===== src/rtl/slice_seq_pkg.sv =====
// Shared constants and state encoding for the slice sequencer.
package slice_seq_pkg;
    localparam int N_DEF      = 25;
    localparam int SLICES_DEF = 64;
    localparam int CW_DEF     = 6;

    localparam logic DIR_UP   = 1'b1;
    localparam logic DIR_DOWN = 1'b0;

    typedef enum logic [2:0] {
        S_IDLE    = 3'd0,
        S_FETCH   = 3'd1,
        S_CAPTURE = 3'd2,
        S_PROCESS = 3'd3,
        S_EMIT    = 3'd4,
        S_DONE    = 3'd5
    } state_t;
endpackage


===== src/rtl/slice_sequencer_index.sv =====
// Up/down slice index counter with load, enable and a direction-aware terminal flag.
module slice_index_counter
    import slice_seq_pkg::*;
#(
    parameter int SLICES = SLICES_DEF,
    parameter int CW     = CW_DEF
) (
    input  logic          clk,
    input  logic          rst,
    input  logic          load,
    input  logic [CW-1:0] load_val,
    input  logic          en,
    input  logic          up,
    output logic [CW-1:0] idx,
    output logic          terminal
);
    always_ff @(posedge clk) begin
        if (rst)
            idx <= '0;
        else if (load)
            idx <= load_val;
        else if (en)
            idx <= up ? idx + 1'b1 : idx - 1'b1;
    end

    assign terminal = up ? (idx == CW'(SLICES - 1)) : (idx == '0);
endmodule


===== src/rtl/slice_sequencer.sv =====
// Runs one encoder pass over SLICES lines: fetch, capture, process, emit per slice.
// Optional abort input/aborted pulse enabled by defining SLICE_SEQ_ABORT_EN.
module slice_sequencer
    import slice_seq_pkg::*;
#(
    parameter int N      = N_DEF,
    parameter int SLICES = SLICES_DEF,
    parameter int CW     = CW_DEF
) (
    input  logic          clk,
    input  logic          rst,
    input  logic          start,
    input  logic          dir,
    input  logic [N-1:0]  rd_data,
    input  logic [N-1:0]  proc_data,
    input  logic          out_ready,
    output logic          busy,
    output logic          done,
    output logic          rd_en,
    output logic [CW-1:0] rd_addr,
    output logic          mux_sel,
    output logic [N-1:0]  line_q,
    output logic          out_valid,
    output logic [N-1:0]  out_line,
    output logic [CW-1:0] slice_idx
`ifdef SLICE_SEQ_ABORT_EN
    ,
    input  logic          abort,
    output logic          aborted
`endif
);
    state_t state, state_nx;
    logic   dir_q;
    logic   terminal;
    logic   idx_load;
    logic   idx_en;
    logic   xfer;
    logic   abort_hit;
    logic [N-1:0] line_d;

`ifdef SLICE_SEQ_ABORT_EN
    assign abort_hit = abort && (state != S_IDLE) && (state != S_DONE);

    always_ff @(posedge clk) begin
        if (rst)
            aborted <= 1'b0;
        else
            aborted <= abort_hit;
    end
`else
    assign abort_hit = 1'b0;
`endif

    assign xfer     = (state == S_EMIT) && out_ready;
    assign idx_load = (state == S_IDLE) && start;
    // The terminal check wins over the step, so the index never wraps.
    assign idx_en   = xfer && !terminal && !abort_hit;

    slice_index_counter #(
        .SLICES (SLICES),
        .CW     (CW)
    ) u_idx (
        .clk      (clk),
        .rst      (rst),
        .load     (idx_load),
        .load_val ((dir == DIR_UP) ? CW'(0) : CW'(SLICES - 1)),
        .en       (idx_en),
        .up       (dir_q),
        .idx      (slice_idx),
        .terminal (terminal)
    );

    always_comb begin
        state_nx = state;
        case (state)
            S_IDLE:    if (start) state_nx = S_FETCH;
            S_FETCH:   state_nx = S_CAPTURE;
            S_CAPTURE: state_nx = S_PROCESS;
            S_PROCESS: state_nx = S_EMIT;
            S_EMIT:    if (out_ready) state_nx = terminal ? S_DONE : S_FETCH;
            S_DONE:    state_nx = S_IDLE;
            default:   state_nx = S_IDLE;
        endcase
        if (abort_hit)
            state_nx = S_IDLE;
    end

    assign line_d = mux_sel ? proc_data : rd_data;

    always_ff @(posedge clk) begin
        if (rst) begin
            state  <= S_IDLE;
            dir_q  <= DIR_UP;
            line_q <= '0;
        end else begin
            state <= state_nx;
            if (idx_load)
                dir_q <= dir;
            if (!abort_hit && (state == S_CAPTURE || state == S_PROCESS))
                line_q <= line_d;
        end
    end

    assign busy      = (state != S_IDLE);
    assign done      = (state == S_DONE);
    assign rd_en     = (state == S_FETCH);
    assign rd_addr   = slice_idx;
    assign mux_sel   = (state == S_PROCESS);
    assign out_valid = (state == S_EMIT);
    assign out_line  = line_q;
endmodule


===== config.mk =====
export PLATFORM = sky130hd
export DESIGN_NAME = slice_sequencer
export DESIGN_NICKNAME = d
export VERILOG_FILES = /design/src/rtl/slice_seq_pkg.sv /design/src/rtl/slice_sequencer_index.sv /design/src/rtl/slice_sequencer.sv
export SDC_FILE = /design/constraint.sdc
export NUM_CORES = 1
export LEC_CHECK = 0
export CORE_MARGIN = 10
export CORE_UTILIZATION = 41
export CTS_BUF_LIST = sky130_fd_sc_hd__clkbuf_2
export DETAILED_ROUTE_END_ITERATION = 8
export HOLD_SLACK_MARGIN = 0.03
export PLACE_DENSITY = 0.88
export RECOVER_POWER = 50
export SYNTH_ARGS = -nofsm -noshare
export SYNTH_HDL_FRONTEND = slang
export SYNTH_SLANG_ARGS = --single-unit

===== constraint.sdc =====
create_clock -name clk -period 4.4 [get_ports clk]
set_clock_uncertainty 0.05 [all_clocks]
set_input_delay 0.88 -clock clk [delete_from_list [all_inputs] [get_ports clk]]
set_output_delay 0.88 -clock clk [all_outputs]
set_load 0.1 [all_outputs]

# == Word level (Yosys, flattened, before mapping) ==
# Index checks and enable logic that the tools add are counted.
# W data, S select, Z words.
# totals
reg_bits,35
input_bits,55
output_inout_bits,67
wordCells,34
# op_classes
addsub,2
eq_ne,8
muxes,10
reduce_logical,10
# ops
cell,count
$mux W25,1
$mux W6,4
$pmux W3 S5,1
$mux W3,3
$add A6 B1 Y6 const B,1
$eq A3 B2 Y1 const B,2
$eq A3 B3 Y1 const B,2
$eq A6 B6 Y1 const B,1
$logic_not A6 Y1,1
$sub A6 B1 Y6 const B,1
$ne A2 B2 Y1 const B,2
$eq A3 B1 Y1 const B,1
$logic_and A1 B1 Y1,3
$logic_not A3 Y1,1
$reduce_bool A3 Y1,1
$reduce_and A2 Y1,1
$reduce_bool A2 Y1,1
$logic_not A1 Y1,1
$logic_or A1 B1 Y1,1
$mux W1,1

# == Logic depth before layout (Yosys ltp) ==
# Gate-level depths: netlist (run 1).
# logic_depth
word_depth,6
ltp_mapped,7
mapped_depth_nobuf,7

# == Modules after synthesis ==
# From an unflattened synthesis (run 1), not the netlist that was laid out.
# hier_totals
hier_cells,225
area_unflattened_um2,2187.1
# modules_own_cells
mod,instances,cells_per_inst,area_each_um2,seq_area_each_um2
slice_sequencer,1,170,1724.2,580.6
slice_index_counter,1,55,462.9,120.1

# == Worst setup path before layout (run 1) ==
# OpenSTA, ideal clock, no wires.
# synth_timing
path_type,flip-flop to output port
from,reg state[0]
to,out rd_en
arrival_ns,2.863
required_time_ns,3.470
slack_ns,0.607
stages_incl_launch_ff,4
n_path_buf,2
path_cell_list,dfxtp_1 buf_6 buf_2 nor3b_1
# synth_via
elab_chain_cells,1
# synth_lines
item,line,source
"start, declared",slice_sequencer.sv:32,"state_t state, state_nx;"
"start signal, assigned",slice_sequencer.sv:96,state <= state_nx;
$eq A3 B1 Y1,slice_sequencer.sv:106,assign rd_en = (state == S_FETCH);
"end, declared",slice_sequencer.sv:19,"output logic rd_en,"
# Every way passes these cells.

# == Final worst setup path (run 1) ==
# layout_timing
from,reg state[0]
to,out out_valid
# layout_via
elab_chain_cells,1
# layout_lines
item,line,source
$eq A3 B3 Y1,slice_sequencer.sv:109,assign out_valid = (state == S_EMIT);
"end, declared",slice_sequencer.sv:23,"output logic out_valid,"
# Every way passes these cells.

==> summary.txt, run 1 <==
Worst setup path
  – Crit end category: output port
  – CP Launch Type: flop
  – CP max FO: 32
  – Cell Chain, Critical Path: nor3b_4, clkdlybuf4s50_1
  – Crit path DAT: 2.58 ns
  – Worst reg-to-reg path cell count: 7
  – Largest stage delay on the critical path: 1.20 ns
  – CP Data Required Time: 3.47 ns
  – Critical path type: flop to output port
  – CP max-delay cell: clkdlybuf4s50_1

Drt
  – Routed WL: 5.97 mm
  – DR vias: 1820
  – First-pass DRT Iterations: 4
  – ANT nets after route: 0
  – Avg WL per Cell: 16.2 µm
  – Routed vias/inst: 4.95
  – Initial drt markers: 43
  – DRC violations left: 0

Yosys
  – Yosys warns: 0
  – Mapped Nets: 276
  – Post-synthesis sequential area ratio: 35.1%
  – Synthesized area: 1990 µm²
  – Area leader, netlist: dfxtp_1
  – Count leader, synth: dfxtp_1
  – Synth top area cells: dfxtp_1, mux2i_1, buf_4
  – Yosys cell types: 36
  – Syn Inst Count: 216
  – Top cell type's share of synthesized area: 35.1%
  – Synth cell count leaders: dfxtp_1, buf_4, mux2i_1, nor2_1, a211oi_1
  – Post-synth ARST share: 0%
  – Top FF cell, synth: dfxtp_1
  – Mean Syn Cell Area: 9.23 µm²
  – #FFs+latches synth: 35
  – Number of flops mapped to enable cells by yosys: 0

Final layout
  – Layout Nets: 361
  – Finished Layout Cells: 368
  – Fin area: 3030 µm²
  – Share of layout cells above drive strength 1: 4.98%
  – Diodes inserted: 0
  – Area grow syn2layout: 51.9%

Power
  – Clock share of power: 9.4%
  – Combinational share of power: 62.6%
  – Net Sw Power: 0.849 mW
  – Cell Pwr Density: 486 nW/µm²
  – Int Power: 0.623 mW
  – Static leakage power: 1.19 nW
  – Seq pwr share: 28.1%
  – Peak supply drop: 243 µV
  – Switching share of power: 57.7%

Placement
  – Placed cells: 361
  – Placer Congestion: 0.807
  – DP Area: 3000 µm²
  – Port Buf Inserts: 121
  – Pre-CTS setup slack: 1.28 ns
  – Post-DP HPWL: 4.76 mm

Clock network
  – Clk_lat worst skew: 0.35 ns
  – CTS root buf: clkbuf_2
  – Max Root-Sink Buffers: 2
  – Post-CTS setup buffer count: 0
  – Sink Count: 35
  – Total CTS buffers: 5
  – Post-cts gate resize count: 0
  – Hold Buf Count CTS: 0
  – H-tree levels: 2
  – CTS tree: built
  – Clock-pin slew on the worst setup and hold paths: 0.18 ns

Die
  – Io pins: 122
  – Die Span Y: 89.7 µm
  – Core area: 4720 µm²
  – Initial Utilization: 42.2%
  – # rows: 25
  – Die width: 89.7 µm
  – Die footprint: 8050 µm²

Hold path
  – Hold Crit Depth: 2
  – Worst Hold Class: flop to flop

STA
  – Final setup vio count: 0
  – Final Max Slew Viols: 0
  – Period minus WS final: 3.51 ns
  – Fin. Hold Viols: 0
  – Final Cycle Share: 79.7%
  – RSZ-0062 raised after global routing: false
  – Worst Tran Pin Value: 1.15 ns
  – Fmax achieved: 285 MHz
  – Slew margin rel.: 23.0%
  – Post-route setup slack: 0.892 ns
  – Final TNS setup: 0 ns

Job
  – Max cap viols: 0

Global routing
  – First-pass GRT wire length: 9.85 mm
  – Initial antenna violation count: 0
  – Grt ovf: 0
  – Vias in the first global route: 1857
  – Pin count of the biggest net entering global routing: 51
  – Gr usage total: 14.6%

Outcome
  – Status: finished, final reports clean
-- power groups by stage --
stage	clock, mW	combinational (mW)	sequential (mW)
2_1_floorplan	0	0.506	0.667
3_3_place_gp	0	0.925	0.419
3_5_place_dp	0	0.934	0.422
4_1_cts	0.142	0.936	0.415
5_1_grt	0.159	0.959	0.422
6_report	0.138	0.921	0.413
-- final timing paths --
kind | start | end | slack (ns)
max | state[0] | out_valid | 0.89
min | line_q[14] | line_q[14] | 0.47
max reg2reg | dir_q | u_idx.idx[5] | 2.26
min reg2reg | line_q[14] | line_q[14] | 0.47
-- cells in the final DEF, fill, tap and decap left out, types with 3 or more instances in the layout --
master,Yosys,final
clkdlybuf4s50_1,0,100
dfxtp_1,35,34
mux2i_1,29,29
nor2_1,29,28
a211oi_1,26,26
dlygate4sd3_1,0,17
a21oi_1,7,7
clkbuf_2,0,5
buf_4,32,5
nor3_1,4,4
a21o_1,4,4
ha_1,4,4
inv_1,3,3
-- per-stage QoR --
step / hold WS, ns / utilization, % / total power, mW
6_report: 0.471 / 64.1 / 1.47
5_1_grt: 0.492 / 64.1 / 1.54
4_1_cts: 0.479 / 64.1 / 1.49
3_5_place_dp: 0.457 / 63.4 / 1.36
3_3_place_gp: 0.450 / 63.4 / 1.34
2_1_floorplan: 0.451 / - / 1.17
-- per-layer routing --
metal / up-vias / wire length (µm) / part of all wire (%) / track usage (%)
met5: - / 0 / 0 / 0
met2: 64 / 3140 / 53 / 26.8
met3: 7 / 430 / 7.2 / 4.66
li1: 918 / - / - / -
met1: 831 / 2310 / 39 / 15.3
met4: 0 / 84 / 1.4 / 4.58
-- layout make-up --
type                            count  area (µm²)
Timing Repair Buffer              122        1210
Sequential cell                    35         702
Multi-Input combinational cell    134         990
Clock inverter                      2        8.76
Tap cell                           67        83.8
Fill cell                         418        1690
Clock buffer                        5        25.0
Inverter                            3        11.3
-- flip-flops by register name (all words and copies together) (netlist names) --
name,count
dir_q,1
u_idx.idx,6
line_q,25
state,3
-- critical path: cells and delay by family, from the launching register on --
| kind | cells | cell delay [ns] |
|---|---|---|
| buffers and inverters | 1 | 1.20 |
| DFF | 1 | 0.64 |
| and+or+nand+nor | 1 | 0.38 |
-- kinds of logic (layout without fill, tap and decap cells) --
| family | count (synthesis) | in the layout | share of synthesized area [%] |
|---|---|---|---|
| and+or+nand+nor | 51 | 51 | 13.4 |
| buffers and inverters | 47 | 132 | 15.6 |
| AOI/OAI and AO/OA | 45 | 45 | 16.0 |
| DFF | 35 | 35 | 35.1 |
| muxes | 29 | 29 | 14.6 |
| adders and majority gates | 5 | 5 | 3.51 |
| xor gates and xnor gates | 4 | 4 | 1.76 |
Note: power is estimated with default switching activity, not from simulation.
==> run 2, diff against run 1 <==
- CORE_UTILIZATION: 41 -> 38
- PLACE_DENSITY: 0.88 -> 0.82
- clock period: 4.4 -> 3.67 ns (I/O delays scaled with it)
==> summary.txt, run 2 (same netlist as run 1, synthesis figures left out) <==
Final layout
  – Share of layout cells above drive strength 1: 3.96%
  – Largest Register: line_q
  – Area grow syn2layout: 51.1%
  – Finished Layout Cells: 373
  – Commonest non-fill, non-tap cell in the layout: clkdlybuf4s50_1
  – Max FFs per register: 25
  – Most frequent cells in the layout: clkdlybuf4s50_1, dfxtp_1, mux2i_1
  – Multi-input gate area: 990 µm²
  – Layout Nets: 363
  – Register Area: 701 µm²
  – Largest regs: line_q x25, u_idx.idx x6, state x3
  – Diodes inserted: 0
  – Fin area: 3010 µm²
  – Fill count: 478

Hold path
  – Worst hold path endpoint: line_q[5]
  – HP Start: line_q[5]
  – Hold Crit Depth: 2
  – Worst Hold Class: flop to flop

Global routing
  – Gr usage total: 14.1%
  – Met2 usage: 25.2%
  – Met3 Use GR: 5.08%
  – GR Util met1: 14.6%
  – Vias in the first global route: 1855
  – First-pass GRT wire length: 9.79 mm
  – Initial antenna violation count: 0
  – Grt ovf: 0
  – GRT busiest layer: met2
  – Pin count of the biggest net entering global routing: 51

Worst setup path
  – Crit path DAT: 2.34 ns
  – Worst r2r src: dir_q
  – Worst reg-to-reg path cell count: 7
  – R2r setup slk: 1.49 ns
  – CP max FO: 14
  – Crit end category: output port
  – FF-to-FF End: u_idx.idx[5]
  – CP Data Required Time: 2.89 ns
  – Critical path type: flop to output port
  – CP Launch Type: flop

Clock network
  – Total CTS buffers: 5
  – Hold Buf Count CTS: 0
  – CTS root buf: clkbuf_2
  – Post-CTS setup buffer count: 0
  – Max Root-Sink Buffers: 2
  – Clk_lat worst skew: 0.37 ns
  – CTS tree: built
  – Clock-pin slew on the worst setup and hold paths: 0.17 ns
  – Post-cts gate resize count: 0
  – Sink Count: 35
  – H-tree levels: 2

Power
  – Clock share of power: 9.4%
  – Switching share of power: 58.0%
  – Peak supply drop: 329 µV
  – Net Sw Power: 1.03 mW
  – Seq pwr share: 27.4%
  – Static leakage power: 1.16 nW
  – Combinational share of power: 63.2%
  – Cell Pwr Density: 587 nW/µm²
  – Int Power: 0.744 mW

STA
  – Final Max Slew Viols: 0
  – Final Cycle Share: 85.1%
  – Worst Tran Pin Value: 1.43 ns
  – RSZ-0062 raised after global routing: false
  – Fmax achieved: 320 MHz
  – Fin. Hold Viols: 0
  – Final TNS setup: 0 ns
  – Slew margin rel.: 4.60%
  – Period minus WS final: 3.12 ns
  – Final setup vio count: 0

Die
  – Die footprint: 8550 µm²
  – Initial Utilization: 39.0%
  – Io pins: 122
  – Core area: 5110 µm²
  – Die width: 92.4 µm
  – Die Span Y: 92.4 µm
  – # rows: 26

Placement
  – Post-DP HPWL: 5.09 mm
  – Placer Congestion: 0.823
  – DP Area: 3010 µm²
  – Placed cells: 366
  – Port Buf Inserts: 121

Drt
  – First-pass DRT Iterations: 4
  – DRC violations left: 0
  – DR vias: 1838
  – Routed vias/inst: 4.93
  – Routed WL: 6.30 mm
  – ANT nets after route: 0
  – Initial drt markers: 69
  – Avg WL per Cell: 16.9 µm

Job
  – Max cap viols: 0

Outcome
  – Status: finished, final reports clean
## run 2: cell types whose count changed in the layout (fill, tap and decap cells not counted), sizes merged
cell	change
buf	-2
clkbuf	+7
clkdlybuf4s50	+3
dlygate4sd3	-6
## run 2: power groups by stage
stage,clock (mW),sequential [mW],combinational [mW]
finish,0.166,0.484,1.12
global placement,0,0.490,1.12
floorplan,0,0.800,0.607
global route,0.193,0.494,1.16
CTS,0.178,0.486,1.14
detailed placement,0,0.495,1.14
## run 2: critical path, stage by stage, from the launching register on
cell,delay (ns)
dfxtp_1,0.78
nor3b_1,0.28
clkbuf_1,0.92
## run 2: final cells by class
type                    count  area share (%)
repair buffers            124            39.5
multi-input cells         134            32.8
flip-flops and latches     35            23.3
well taps                  70            2.91
clock buffers               5           0.831
inverters                   3           0.374
clock inverters             2           0.291
## run 2: how the worst max path moves through the flow
stage                       from  depth (start not counted)      endpoint
global route            state[0]                          3          busy
global placement    u_idx.idx[1]                          1  slice_idx[1]
floorplan               state[0]                          3         rd_en
finish                  state[0]                          2         rd_en
CTS                 u_idx.idx[1]                          1    rd_addr[1]
detailed placement  u_idx.idx[1]                          1    rd_addr[1]
## run 2: metrics by stage
| stage | util, % | power [mW] | setup slack, ns | hold slack (ns) |
|---|---|---|---|---|
| after detailed placement | 58.9 | 1.63 | 1.23 | 0.461 |
| after global routing | 59.0 | 1.85 | 0.396 | 0.497 |
| after floorplan | - | 1.41 | 0.0231 | 0.451 |
| final | 59.0 | 1.77 | 0.546 | 0.475 |
| after CTS | 59.5 | 1.80 | 0.789 | 0.484 |
| after global placement | 58.9 | 1.61 | 1.26 | 0.450 |
## run 2: layer usage
layer | vias up | part of all wire [%]
met2 | 62 | 53
met1 | 847 | 37
met3 | 11 | 6.9
li1 | 918 | -
met4 | 0 | 2.5
met5 | - | 0
